===== src/rtl/vga_sync_decoder.sv =====
// Receive-side VGA checker: recovers pixel coordinates from sampled hs/vs/colour, verifies line/frame timing, tracks lock.
// Optional per-frame colour checksum on frame_sum is enabled by defining VGA_FRAME_SUM_EN.
module vga_sync_decoder #(
    parameter int H_VISIBLE = 640,
    parameter int H_FRONT   = 16,
    parameter int H_SYNC    = 96,
    parameter int H_BACK    = 48,
    parameter int V_VISIBLE = 480,
    parameter int V_FRONT   = 10,
    parameter int V_SYNC    = 2,
    parameter int V_BACK    = 33,
    parameter int SYNC_POL  = 0
) (
    input  logic        clk100m,
    input  logic        rst,
    input  logic        pix_ce,
    input  logic        hs,
    input  logic        vs,
    input  logic [3:0]  vgar,
    input  logic [3:0]  vgag,
    input  logic [3:0]  vgab,
    output logic        locked,
    output logic        px_valid,
    output logic [9:0]  px_x,
    output logic [9:0]  px_y,
    output logic [11:0] px_rgb,
    output logic        frame_start,
    output logic        timing_err,
    output logic [7:0]  err_cnt,
    output logic [15:0] frame_sum,
    output logic [1:0]  fsm_state
);
    localparam logic [9:0] H_LAST  = 10'(H_SYNC + H_BACK + H_VISIBLE + H_FRONT - 1);
    localparam logic [9:0] V_LAST  = 10'(V_SYNC + V_BACK + V_VISIBLE + V_FRONT - 1);
    localparam logic [9:0] H_START = 10'(H_SYNC + H_BACK);
    localparam logic [9:0] H_END   = 10'(H_SYNC + H_BACK + H_VISIBLE);
    localparam logic [9:0] V_START = 10'(V_SYNC + V_BACK);
    localparam logic [9:0] V_END   = 10'(V_SYNC + V_BACK + V_VISIBLE);
    localparam logic [9:0] V_SLEN  = 10'(V_SYNC);
    localparam logic [9:0] CNT_MAX = 10'h3FF;
    localparam logic       ACT     = 1'(SYNC_POL);

    typedef enum logic [1:0] {
        ST_SEARCH = 2'd0,
        ST_VERIFY = 2'd1,
        ST_LOCKED = 2'd2
    } state_t;

    state_t     state;
    logic       hs_seen, vs_seen;
    logic [9:0] h_cnt, v_cnt, vs_run;
    logic       hs_act, vs_act, h_edge, v_start, v_end;
    logic [9:0] h_pos, v_pos;
    logic       line_err, frame_err, width_err, err, in_view;

    assign fsm_state = state;

    // h_pos/v_pos are the coordinates of the current sample after counter update.
    always_comb begin
        hs_act    = (hs == ACT);
        vs_act    = (vs == ACT);
        h_edge    = pix_ce && hs_act && !hs_seen;
        v_start   = h_edge && vs_act && !vs_seen;
        v_end     = h_edge && !vs_act && vs_seen;
        h_pos     = h_edge ? 10'd0 : ((h_cnt == CNT_MAX) ? CNT_MAX : h_cnt + 10'd1);
        v_pos     = v_cnt;
        if (v_start)
            v_pos = 10'd0;
        else if (h_edge && (v_cnt != CNT_MAX))
            v_pos = v_cnt + 10'd1;
        line_err  = h_edge && (h_cnt != H_LAST);
        frame_err = v_start && (v_cnt != V_LAST);
        width_err = v_end && (vs_run != V_SLEN);
        err       = (state != ST_SEARCH) && (line_err || frame_err || width_err);
        in_view   = (h_pos >= H_START) && (h_pos < H_END) && (v_pos >= V_START) && (v_pos < V_END);
    end

    always_ff @(posedge clk100m) begin
        if (rst) begin
            state       <= ST_SEARCH;
            hs_seen     <= 1'b0;
            vs_seen     <= 1'b0;
            h_cnt       <= '0;
            v_cnt       <= '0;
            vs_run      <= '0;
            locked      <= 1'b0;
            px_valid    <= 1'b0;
            px_x        <= '0;
            px_y        <= '0;
            px_rgb      <= '0;
            frame_start <= 1'b0;
            timing_err  <= 1'b0;
            err_cnt     <= '0;
        end else begin
            px_valid    <= 1'b0;
            frame_start <= 1'b0;
            timing_err  <= 1'b0;
            if (pix_ce) begin
                hs_seen <= hs_act;
                h_cnt   <= h_pos;
                if (h_edge) begin
                    vs_seen <= vs_act;
                    v_cnt   <= v_pos;
                    if (v_start)
                        vs_run <= 10'd1;
                    else if (vs_act && (vs_run != CNT_MAX))
                        vs_run <= vs_run + 10'd1;
                end
                if ((state == ST_LOCKED) && in_view) begin
                    px_valid <= 1'b1;
                    px_x     <= h_pos - H_START;
                    px_y     <= v_pos - V_START;
                    px_rgb   <= {vgar, vgag, vgab};
                end
                // An error on a vsync-start sample takes priority over lock progress.
                if (err) begin
                    timing_err <= 1'b1;
                    if (err_cnt != 8'hFF)
                        err_cnt <= err_cnt + 8'd1;
                    state  <= ST_SEARCH;
                    locked <= 1'b0;
                end else if (v_start) begin
                    case (state)
                        ST_SEARCH: state <= ST_VERIFY;
                        ST_VERIFY: begin
                            state  <= ST_LOCKED;
                            locked <= 1'b1;
                        end
                        ST_LOCKED: frame_start <= 1'b1;
                        default: begin
                            state  <= ST_SEARCH;
                            locked <= 1'b0;
                        end
                    endcase
                end
            end
        end
    end

`ifdef VGA_FRAME_SUM_EN
    logic [15:0] acc, acc_next;
    logic        take_sum;

    always_comb begin
        acc_next = acc + (px_valid ? {4'h0, px_rgb} : 16'h0000);
        take_sum = v_start && !err && (state != ST_SEARCH);
    end

    always_ff @(posedge clk100m) begin
        if (rst) begin
            acc       <= '0;
            frame_sum <= '0;
        end else if ((pix_ce && err) || (state == ST_SEARCH)) begin
            acc <= '0;
        end else if (take_sum) begin
            frame_sum <= acc_next;
            acc       <= '0;
        end else begin
            acc <= acc_next;
        end
    end
`else
    assign frame_sum = 16'h0000;
`endif

endmodule


===== config.mk =====
export PLATFORM = sky130hd
export DESIGN_NAME = vga_sync_decoder
export DESIGN_NICKNAME = d
export VERILOG_FILES = /design/src/rtl/vga_sync_decoder.sv
export SDC_FILE = /design/constraint.sdc
export NUM_CORES = 1
export LEC_CHECK = 0
export BUFFER_PORTS_ARGS = -buffer_cell sky130_fd_sc_hd__buf_2
export CORE_MARGIN = 2
export CORE_UTILIZATION = 53
export CTS_CLUSTER_SIZE = 40
export DETAILED_ROUTE_END_ITERATION = 6
export GPL_TIMING_DRIVEN = 0
export PLACE_DENSITY = 0.76
export REMOVE_ABC_BUFFERS = 1
export SYNTH_ARGS = -nofsm -noshare
export SYNTH_HDL_FRONTEND = slang
export SYNTH_SLANG_ARGS = --single-unit

===== constraint.sdc =====
create_clock -name clk100m -period 4.56 [get_ports clk100m]
set_input_delay 0.912 -clock clk100m [delete_from_list [all_inputs] [get_ports clk100m]]
set_output_delay 0.912 -clock clk100m [all_outputs]
set_load 0.01 [all_outputs]

==> run_results.csv, run 1 <==
group,metric,value,unit
setup_path,cp_max_fo,19,
yosys,synthTopCellsByArea,"dfxtp_1 36%, mux2i_1 8.4%, nand2_1 6.3%",
yosys,syn_inst,522,
cts,cts_num_sinks,78,
layout,fin_util,60.6,%
power,power.total,1.36,mW
setup_path,cp_slowest_cell,"or3b_1",
floorplan,die_w,95.0,microns
setup_path,cpMostUsedCell,"o31ai_2",
run,max_cap_viol_count,0,
route,dr.pass1.iters,5,
yosys,avgSynthCellArea,8.41,sq um
route,viasPerCell,5.62,
setup_path,worst_ep_required_time,4810,ps
min_path,hp-class,"flip-flop to flip-flop",
floorplan,die_h,95.0,microns
global_route,grt_max_degree,58,
placement,dp_hpwl,6560,microns
route,wl_per_cell,14.1,microns
yosys,synth_seq_area_share,35.6,%
timing,setup_viol,0,
layout,final_nets,598,
route,ant_nets,0,
global_route,grt-ovfl-total,0,
setup_path,cpLargestDelayFamily,"compound AO/OA/AOI/OAI gates",
layout,drive_gt1_share,17.5,%
yosys,ys_warn_count,0,
power,power.density,275,mW/mm^2
global_route,grt.total_usage,21.4,%
power,leakagePower,2.10,nW
cts,cts_made_buffers,9,
setup_path,crit_chain,"buf_2 -> or3b_1 -> a31oi_1 -> xnor2_1 -> nor2_1 -> ha_1 -> inv_1 -> o31ai_2 -> o31ai_2 -> a21boi_1 -> o221a_4 -> mux2_1",
route,drcViolationCount,0,
yosys,ys_async_sr_fraction,0,%
floorplan,start_util,54.0,%
cts,htree_levels,3,
placement,gp_congestion,0.912,
timing,timing.setup.tns,0,ps
yosys,netlist_area,0.00439,sq mm
timing,rsz0062_at_grt,"no",
floorplan,dieArea,0.00903,sq mm
timing,whs,458,ps
floorplan,top_level_ports,79,
layout,ff_latch_area,0.00156,sq mm
yosys,post_synth_num_cell_types,70,
global_route,antenna_found_initial,0,
placement,place_area,0.00460,sq mm
timing,worstMarginPinSlew,1020,ps
power,ir_drop,0.159,mV
global_route,grt_pass1_vias,3385,
yosys,post-synth-top-area-cell,"dfxtp_1",
setup_path,max_stage_delay,640,ps
cts,cts_tree,"built",
yosys,yosysTopAreaCellShare,35.6,%
layout,area_delta_synth_final,12.3,%
timing,period_share,91.8,%
route,drt_iter0_markers,160,
cts,clk_pin_slew,80,ps
layout,design_area,0.00493,sq mm
setup_path,path_buf_inv,2,
yosys,synth_seq_cells,78,
cts,cts_root_buf,"clkbuf_8",
route,vias,3836,
layout,multi_input_area,0.00258,sq mm
cts,ctsLongestPathBuffers,2,
yosys,synth_flop_cell,"dfxtp_1",
timing,drv_slew,0,
timing,skew,6.71,ps
layout,n_antenna_cell,0,
setup_path,critical_path_class,"input port to flip-flop",
route,wirelength,9650,microns
yosys,synth-edff-count,0,
timing,min_period,4190,ps
placement,portBuffers,62,
floorplan,core_area,0.00813,sq mm
layout,fill_cells,748,
setup_path,crit_path_start_kind,"input port",
setup_path,crit_arrival,4430,ps
floorplan,num_rows,33,
global_route,grt_pass1_wl,15300,microns
timing,slew_headroom,31.9,%
timing,finalHoldViolCount,0,
run_status,outcome,"finished, final reports clean",
cts,insertion_delay,360,ps
timing,fmax,239,MHz
setup_path,cp-end-kind,"flip-flop",
-- per-layer routing --
metal / part of all wire, % / global-route usage (%)
met1: 44 / 26.0
met2: 51 / 36.8
met3: 4.2 / 4.11
met4: 1.2 / 9.54
met5: 0 / 0
-- cells in the mapped netlist (2+ instances only) --
cell type / number
ha_1: 9
nor4_1: 5
a211oi_1: 8
nand4_1: 10
a21oi_1: 23
nand3b_1: 2
nand4b_1: 2
o31ai_2: 2
mux2i_1: 37
and4_1: 5
and2_1: 9
clkbuf_1: 20
a41oi_1: 2
nor4b_1: 2
a311oi_1: 2
or3_1: 4
buf_6: 3
o21ai_1: 2
dfxtp_1: 78
or2_2: 2
o211a_1: 2
nand2b_1: 5
mux2_2: 2
mux2_1: 2
o211ai_1: 4
o21a_1: 5
nand2_1: 74
and3_1: 8
xor2_1: 11
a21o_1: 2
nor3_1: 16
a31oi_1: 9
buf_4: 17
inv_1: 13
o21ai_0: 8
nand3_1: 19
a211o_1: 3
xnor2_1: 11
buf_2: 5
nor2b_1: 4
nor2_1: 46
-- power by group --
| part | total, mW | switching (mW) | internal (mW) |
|---|---|---|---|
| registers | 0.697 | 0.0101 | 0.686 |
| logic | 0.0923 | 0.0610 | 0.0313 |
| clock network | 0.567 | 0.260 | 0.307 |
-- cell usage in the layout, fill, tap and decap left out, types with 10 or more instances in the layout --
master,n
mux2i_1,37
buf_2,62
nand2_1,74
nand3_1,19
a21oi_1,23
dfxtp_1,78
conb_1,16
xnor2_1,11
inv_1,12
nor2_1,46
nor3_1,16
xor2_1,11
nand4_1,10
-- tightest hold or removal path: stages (launching register included) --
cell and delay, ps:
dfxtp_1 310, nand2_1 50, mux2i_1 50
-- cells by family after synthesis --
| family | synth area share, % |
|---|---|
| fa+ha+maj | 2.56 |
| flops | 35.6 |
| other cells | 0.0854 |
| xor+xnor | 4.39 |
| mux | 9.80 |
| simple gates | 25.0 |
| compound gates | 15.0 |
| buf+inv | 7.61 |
-- final timing paths --
path,startpoint,end,slack [ps],depth (start not counted)
max,pix_ce,px_x[4],370,12
min,px_rgb[11],px_rgb[11],460,2
max reg2reg,hs_seen,px_x[4],900,11
min reg2reg,px_rgb[11],px_rgb[11],460,2
-- flip-flops by register name, summed over array words and instances (netlist names) --
register and flops:
h_cnt 10, err_cnt 8, px_valid 1, hs_seen 1
px_y 10, vs_seen 1, v_cnt 10, px_rgb 12
locked 1, frame_start 1, timing_err 1, fsm_state 2
px_x 10, vs_run 10
-- per-stage QoR --
stage	instances	worst slack [ps]
after detailed placement	657	-511
after floorplan	490	630
final	682	372
after global placement	657	-469
after global routing	682	129
after CTS	673	107
-- layout make-up --
cell class | count | share of cell area (%)
Timing Repair Buffer | 70 | 8.02
Sequential cell | 78 | 31.7
Clock buffer | 10 | 2.59
Tap cell | 105 | 2.66
Clock inverter | 6 | 1.75
Multi-Input combinational cell | 400 | 52.3
Inverter | 13 | 0.990
-- what timing repair did --
item	in CTS	in global routing
hold buffers	0	0
cloned	0	1
pin swaps	0	1
setup buffers	0	8
resized for setup	2	1
setup endpoints to repair	4	6
Note: power is estimated with default switching activity, not from simulation.
==> inputs of run 2 (changes only) <==
--- a/config.mk
+++ b/config.mk
@@ -12,4 +12,3 @@
 export DETAILED_ROUTE_END_ITERATION = 6
-export GPL_TIMING_DRIVEN = 0
-export PLACE_DENSITY = 0.76
+export PLACE_DENSITY_LB_ADDON = 0.1
 export REMOVE_ABC_BUFFERS = 1
==> constraint.sdc (replaced) <==
create_clock -name clk100m -period 4.56 [get_ports clk100m]
set_input_delay 0.456 -clock clk100m [delete_from_list [all_inputs] [get_ports clk100m]]
set_output_delay 0.456 -clock clk100m [all_outputs]
set_load 0.01 [all_outputs]
==> run_results.csv, run 2 (synthesis results as in run 1) <==
group,metric,value,unit
timing,rsz0062_at_grt,"no",
setup_path,r2r_cells,13,
floorplan,dieArea,0.00903,sq mm
min_path,hold_path_end,"px_rgb[4]",
route,vias,3818,
cts,post_cts_buffers,0,
layout,layout_common_cells,"78 x dfxtp_1, 74 x nand2_1, 62 x buf_2, 46 x nor2_1, 37 x mux2i_1",
global_route,grt_pass1_wl,16600,microns
min_path,min_path_cells,3,
placement,placed_cells,665,
power,leakagePower,2.08,nW
layout,final_nets,597,
power,ir_drop,0.147,mV
cts,ctsLongestPathBuffers,2,
layout,fin_util,60.1,%
global_route,grt.total_usage,23.3,%
cts,insertion_delay,360,ps
cts,post_cts_resized,0,
timing,min_period,3550,ps
layout,n_antenna_cell,0,
floorplan,core_area,0.00813,sq mm
timing,finalWorstSetupSlack,1010,ps
floorplan,start_util,54.0,%
placement,place_area,0.00466,sq mm
run_status,outcome,"finished, final reports clean",
power,power.density,283,mW/mm^2
cts,cts_tree,"built",
layout,regMostFlops,"px_rgb",
setup_path,worst_ep_required_time,4850,ps
layout,layout_commonest_cell,"dfxtp_1",
route,wl_per_cell,14.7,microns
layout,design_area,0.00489,sq mm
setup_path,cp-end-kind,"flip-flop",
cts,cts_made_buffers,9,
route,ant_nets,0,
layout,largest_reg_flops,12,
cts,ctsHoldBuffers,0,
setup_path,crit_chain,"ha_1 -> and3_1 -> a31oi_1 -> o21a_1 -> nor2_1 -> ha_1 -> inv_1 -> o31ai_2 -> o31ai_2 -> a21boi_1 -> o221a_1 -> buf_4 -> mux2i_1",
layout,fill_cells,754,
floorplan,die_h,95.0,microns
timing,drv_slew,0,
cts,clk_pin_slew,90,ps
floorplan,top_level_ports,79,
cts,cts_num_sinks,78,
route,wirelength,10000,microns
route,drcViolationCount,0,
layout,instances_no_fill,681,
setup_path,timing.rr.end,"px_rgb[1]",
setup_path,cp_max_fo,10,
placement,place_ws,820,ps
cts,htree_levels,3,
setup_path,crit_arrival,3840,ps
route,viasPerCell,5.61,
timing,slew_headroom,46.4,%
route,dr.pass1.iters,4,
timing,period_share,77.9,%
layout,drive_gt1_share,17.2,%
route,drt_iter0_markers,195,
timing,fmax,282,MHz
timing,timing.setup.tns,0,ps
run,max_cap_viol_count,0,
floorplan,num_rows,33,
min_path,holdCritStartpoint,"vgag[0]",
min_path,hp-class,"input port to flip-flop",
setup_path,critical_path_class,"flip-flop to flip-flop",
setup_path,r2r_slack,1010,ps
layout,area_delta_synth_final,11.3,%
setup_path,cp_slowest_cell,"o221a_1",
cts,cts_root_buf,"clkbuf_8",
timing,skew,10.0,ps
setup_path,crit_path_start_kind,"flip-flop",
global_route,grt_max_degree,57,
timing,worstMarginPinSlew,794,ps
global_route,grt-ovfl-total,0,
placement,dp_hpwl,7090,microns
floorplan,die_w,95.0,microns
global_route,antenna_found_initial,0,
setup_path,rr_startpoint,"v_cnt[0]",
global_route,grt_pass1_vias,3545,
placement,portBuffers,62,
timing,setup_viol,0,
setup_path,max_stage_delay,500,ps
placement,gp_congestion,0.962,
timing,finalHoldViolCount,0,
run 2: changes by cell type in the layout (fill, tap and decap cells not counted), sizes merged:
| cell | previous run | this run |
|---|---|---|
| inv | 13 | 17 |
| clkinv | 3 | 1 |
| clkbuf | 10 | 9 |
| clkinvlp | 1 | 0 |
| nor3b | 2 | 1 |
run 2: worst max path at each step:
stage	from	endpoint	slack, ps	cells after the start
final	v_cnt[0]	px_rgb[1]	1010	13
after global routing	v_cnt[0]	px_rgb[7]	720	13
after CTS	v_cnt[0]	px_rgb[1]	1030	13
after detailed placement	pix_ce	px_rgb[1]	820	13
after global placement	pix_ce	px_rgb[9]	990	13
after floorplan	hs	px_x[5]	1090	7
run 2: per-stage QoR:
stage          power (mW)  hold WS, ps
2_1_floorplan       0.768          469
3_3_place_gp        0.806          440
3_5_place_dp        0.807          445
4_1_cts              1.39          316
5_1_grt              1.44          308
6_report             1.38          330
run 2: worst max-delay path: cells and delay by family, from the launching register on:
family | cells | cell delay, ps
multiplexers | 1 | 210
adder cells (fa/ha/maj) | 2 | 500
AO/OA/AOI/OAI | 6 | 1530
flip-flops | 1 | 480
AND/OR/NAND/NOR | 2 | 410
buffers and inverters | 2 | 350
run 2: layout make-up:
cell class / instances / area (sq um) / share of cell area, %
Clock buffer: 9 / 124 / 2.53
Clock inverter: 7 / 100 / 2.05
Inverter: 13 / 48.8 / 0.998
Multi-Input combinational cell: 399 / 2550 / 52.2
Sequential cell: 78 / 1560 / 32.0
Tap cell: 105 / 131 / 2.69
Timing Repair Buffer: 70 / 370 / 7.58
run 2: power breakdown:
part | internal, mW | switching (mW)
combinational | 0.0335 | 0.0624
clock | 0.315 | 0.276
sequential | 0.687 | 0.00993
total | 1.04 | 0.348
run 2: per-layer routing:
metal / GRT usage, % / vias to the layer above / routed length (microns)
met5: 0 / - / 0
met1: 31.6 / 1783 / 4810
li1: - / 1923 / -
met3: 4.90 / 18 / 412
met4: 9.06 / 0 / 175
met2: 36.3 / 94 / 4600
==> inputs of run 3 (changes only) <==
clock period = 3.4 ns   (was 4.56 ns; I/O delays follow)
==> run_results.csv, run 3 (synthesis results as in run 1) <==
group,metric,value,unit
setup_path,crit_start,"v_cnt[0]",
timing,worstMarginPinSlew,718,ps
timing,setup_viol,0,
setup_path,crit_path_start_kind,"flip-flop",
placement,placed_cells,676,
timing,finalHoldViolCount,0,
timing,finalWorstSetupSlack,308,ps
global_route,grt_pass1_vias,3473,
global_route,top_usage_layer,"met2",
layout,n_antenna_cell,0,
placement,place_ws,38.6,ps
global_route,grt_use_met3,3.32,%
layout,layout_commonest_cell,"dfxtp_1",
timing,period_share,90.9,%
global_route,gr-usage-met1,30.7,%
route,dr.pass1.iters,4,
route,vias,3866,
floorplan,start_util,54.0,%
route,viasPerCell,5.59,
power,power.density,358,mW/mm^2
setup_path,cp-end-kind,"flip-flop",
setup_path,worst_ep_required_time,3690,ps
layout,regMostFlops,"px_rgb",
timing,drv_slew,0,
global_route,grt_max_degree,47,
timing,slew_headroom,51.5,%
cts,insertion_delay,360,ps
cts,htree_levels,3,
timing,rsz0062_at_grt,"no",
placement,place_area,0.00475,sq mm
route,wl_per_cell,14.5,microns
floorplan,die_h,95.0,microns
timing,whs,216,ps
cts,cts_made_buffers,9,
setup_path,critical_path_class,"flip-flop to flip-flop",
layout,instances_no_fill,692,
layout,design_area,0.00498,sq mm
floorplan,dieArea,0.00903,sq mm
setup_path,rr_startpoint,"v_cnt[0]",
setup_path,cp_max_fo,12,
power,leakagePower,2.13,nW
floorplan,die_w,95.0,microns
layout,largest_reg_flops,12,
floorplan,core_area,0.00813,sq mm
layout,drive_gt1_share,19.3,%
route,drcViolationCount,0,
route,ant_nets,0,
global_route,antenna_found_initial,0,
cts,ctsLongestPathBuffers,2,
global_route,met2_usage,37.1,%
run,max_cap_viol_count,0,
layout,area_delta_synth_final,13.3,%
setup_path,crit_chain,"ha_2 -> nand4bb_1 -> a311oi_2 -> xor2_1 -> a211o_1 -> nor4_4 -> o221a_1 -> buf_6 -> mux2i_1",
floorplan,top_level_ports,79,
floorplan,num_rows,33,
min_path,holdCritStartpoint,"vgab[3]",
placement,gp_congestion,0.907,
cts,cts_num_sinks,78,
cts,cts_root_buf,"clkbuf_8",
placement,portBuffers,62,
global_route,grt_pass1_wl,16300,microns
placement,dp_hpwl,7180,microns
layout,layout_common_cells,"78 x dfxtp_1, 74 x nand2_1, 62 x buf_2, 46 x nor2_1, 37 x mux2i_1",
setup_path,crit_arrival,3380,ps
global_route,grt.total_usage,23.0,%
cts,clk_pin_slew,80,ps
cts,cts_tree,"built",
global_route,grt-ovfl-total,0,
cts,post_cts_buffers,0,
route,drt_iter0_markers,144,
run_status,outcome,"finished, final reports clean",
setup_path,max_stage_delay,450,ps
timing,fmax,323,MHz
min_path,hp-class,"input port to flip-flop",
timing,min_period,3090,ps
setup_path,cp_slowest_cell,"dfxtp_1",
route,wirelength,10000,microns
power,ir_drop,0.213,mV
timing,timing.setup.tns,0,ps
timing,skew,9.68,ps
layout,final_nets,608,
==> run 3: cell types whose count changed in the layout (fill, tap and decap cells not counted), sizes merged <==
cell / before / now
inv: 17 / 14
buf: 70 / 81
clkinv: 1 / 3
bufinv: 2 / 1
clkbuf: 9 / 11
==> run 3: through the flow <==
stage / power, mW / utilization [%]
3_3_place_gp: 1.08 / 58.3
4_1_cts: 1.80 / 60.8
5_1_grt: 1.85 / 61.2
6_report: 1.78 / 61.2
2_1_floorplan: 1.03 / -
3_5_place_dp: 1.08 / 58.3
==> run 3: final timing paths <==
kind                             endpoint  cells after the start  slack, ps
worst max-delay path            px_rgb[9]                      9        310
worst min-delay path            px_rgb[3]                      3        220
worst max register to register  px_rgb[9]                      9        310
worst min register to register  px_rgb[3]                      2        460
==> run 3: timing repair <==
item                                   in CTS  in global routing
hold buffers                                0                  0
setup endpoints to repair                   0                 33
gates resized for setup                     0                  6
endpoints found under the hold margin       0                  0
==> run 3: area by class of cell <==
class | count | area [sq um]
clock buffers | 11 | 141
flip-flops and latches | 78 | 1560
well taps | 105 | 131
multi-input cells | 399 | 2580
inverters | 13 | 48.8
clock inverters | 5 | 57.6
fillers | 743 | 3160
repair buffers | 81 | 457
==> run 3: worst max-delay path, delay by kind of cell (launching register included) <==
kind / cells / cell delay (ps)
xor gates and xnor gates: 1 / 210
AOI/OAI and AO/OA: 3 / 1070
buffers and inverters: 1 / 220
and+or+nand+nor: 2 / 600
DFF: 1 / 450
adders and majority gates: 1 / 280
muxes: 1 / 200
==> run 3: metal layers <==
metal  wire length [microns]  vias up
met5                       0        -
met4                     168        0
met3                     388       14
met2                    4730       84
met1                    4760     1822
li1                        -     1946
==> run 3: where the power goes <==
group | internal, mW | switching, mW | total [mW]
logic | 0.0477 | 0.0846 | 0.132
registers | 0.921 | 0.0122 | 0.933
clock network | 0.361 | 0.355 | 0.716
total | 1.33 | 0.451 | 1.78
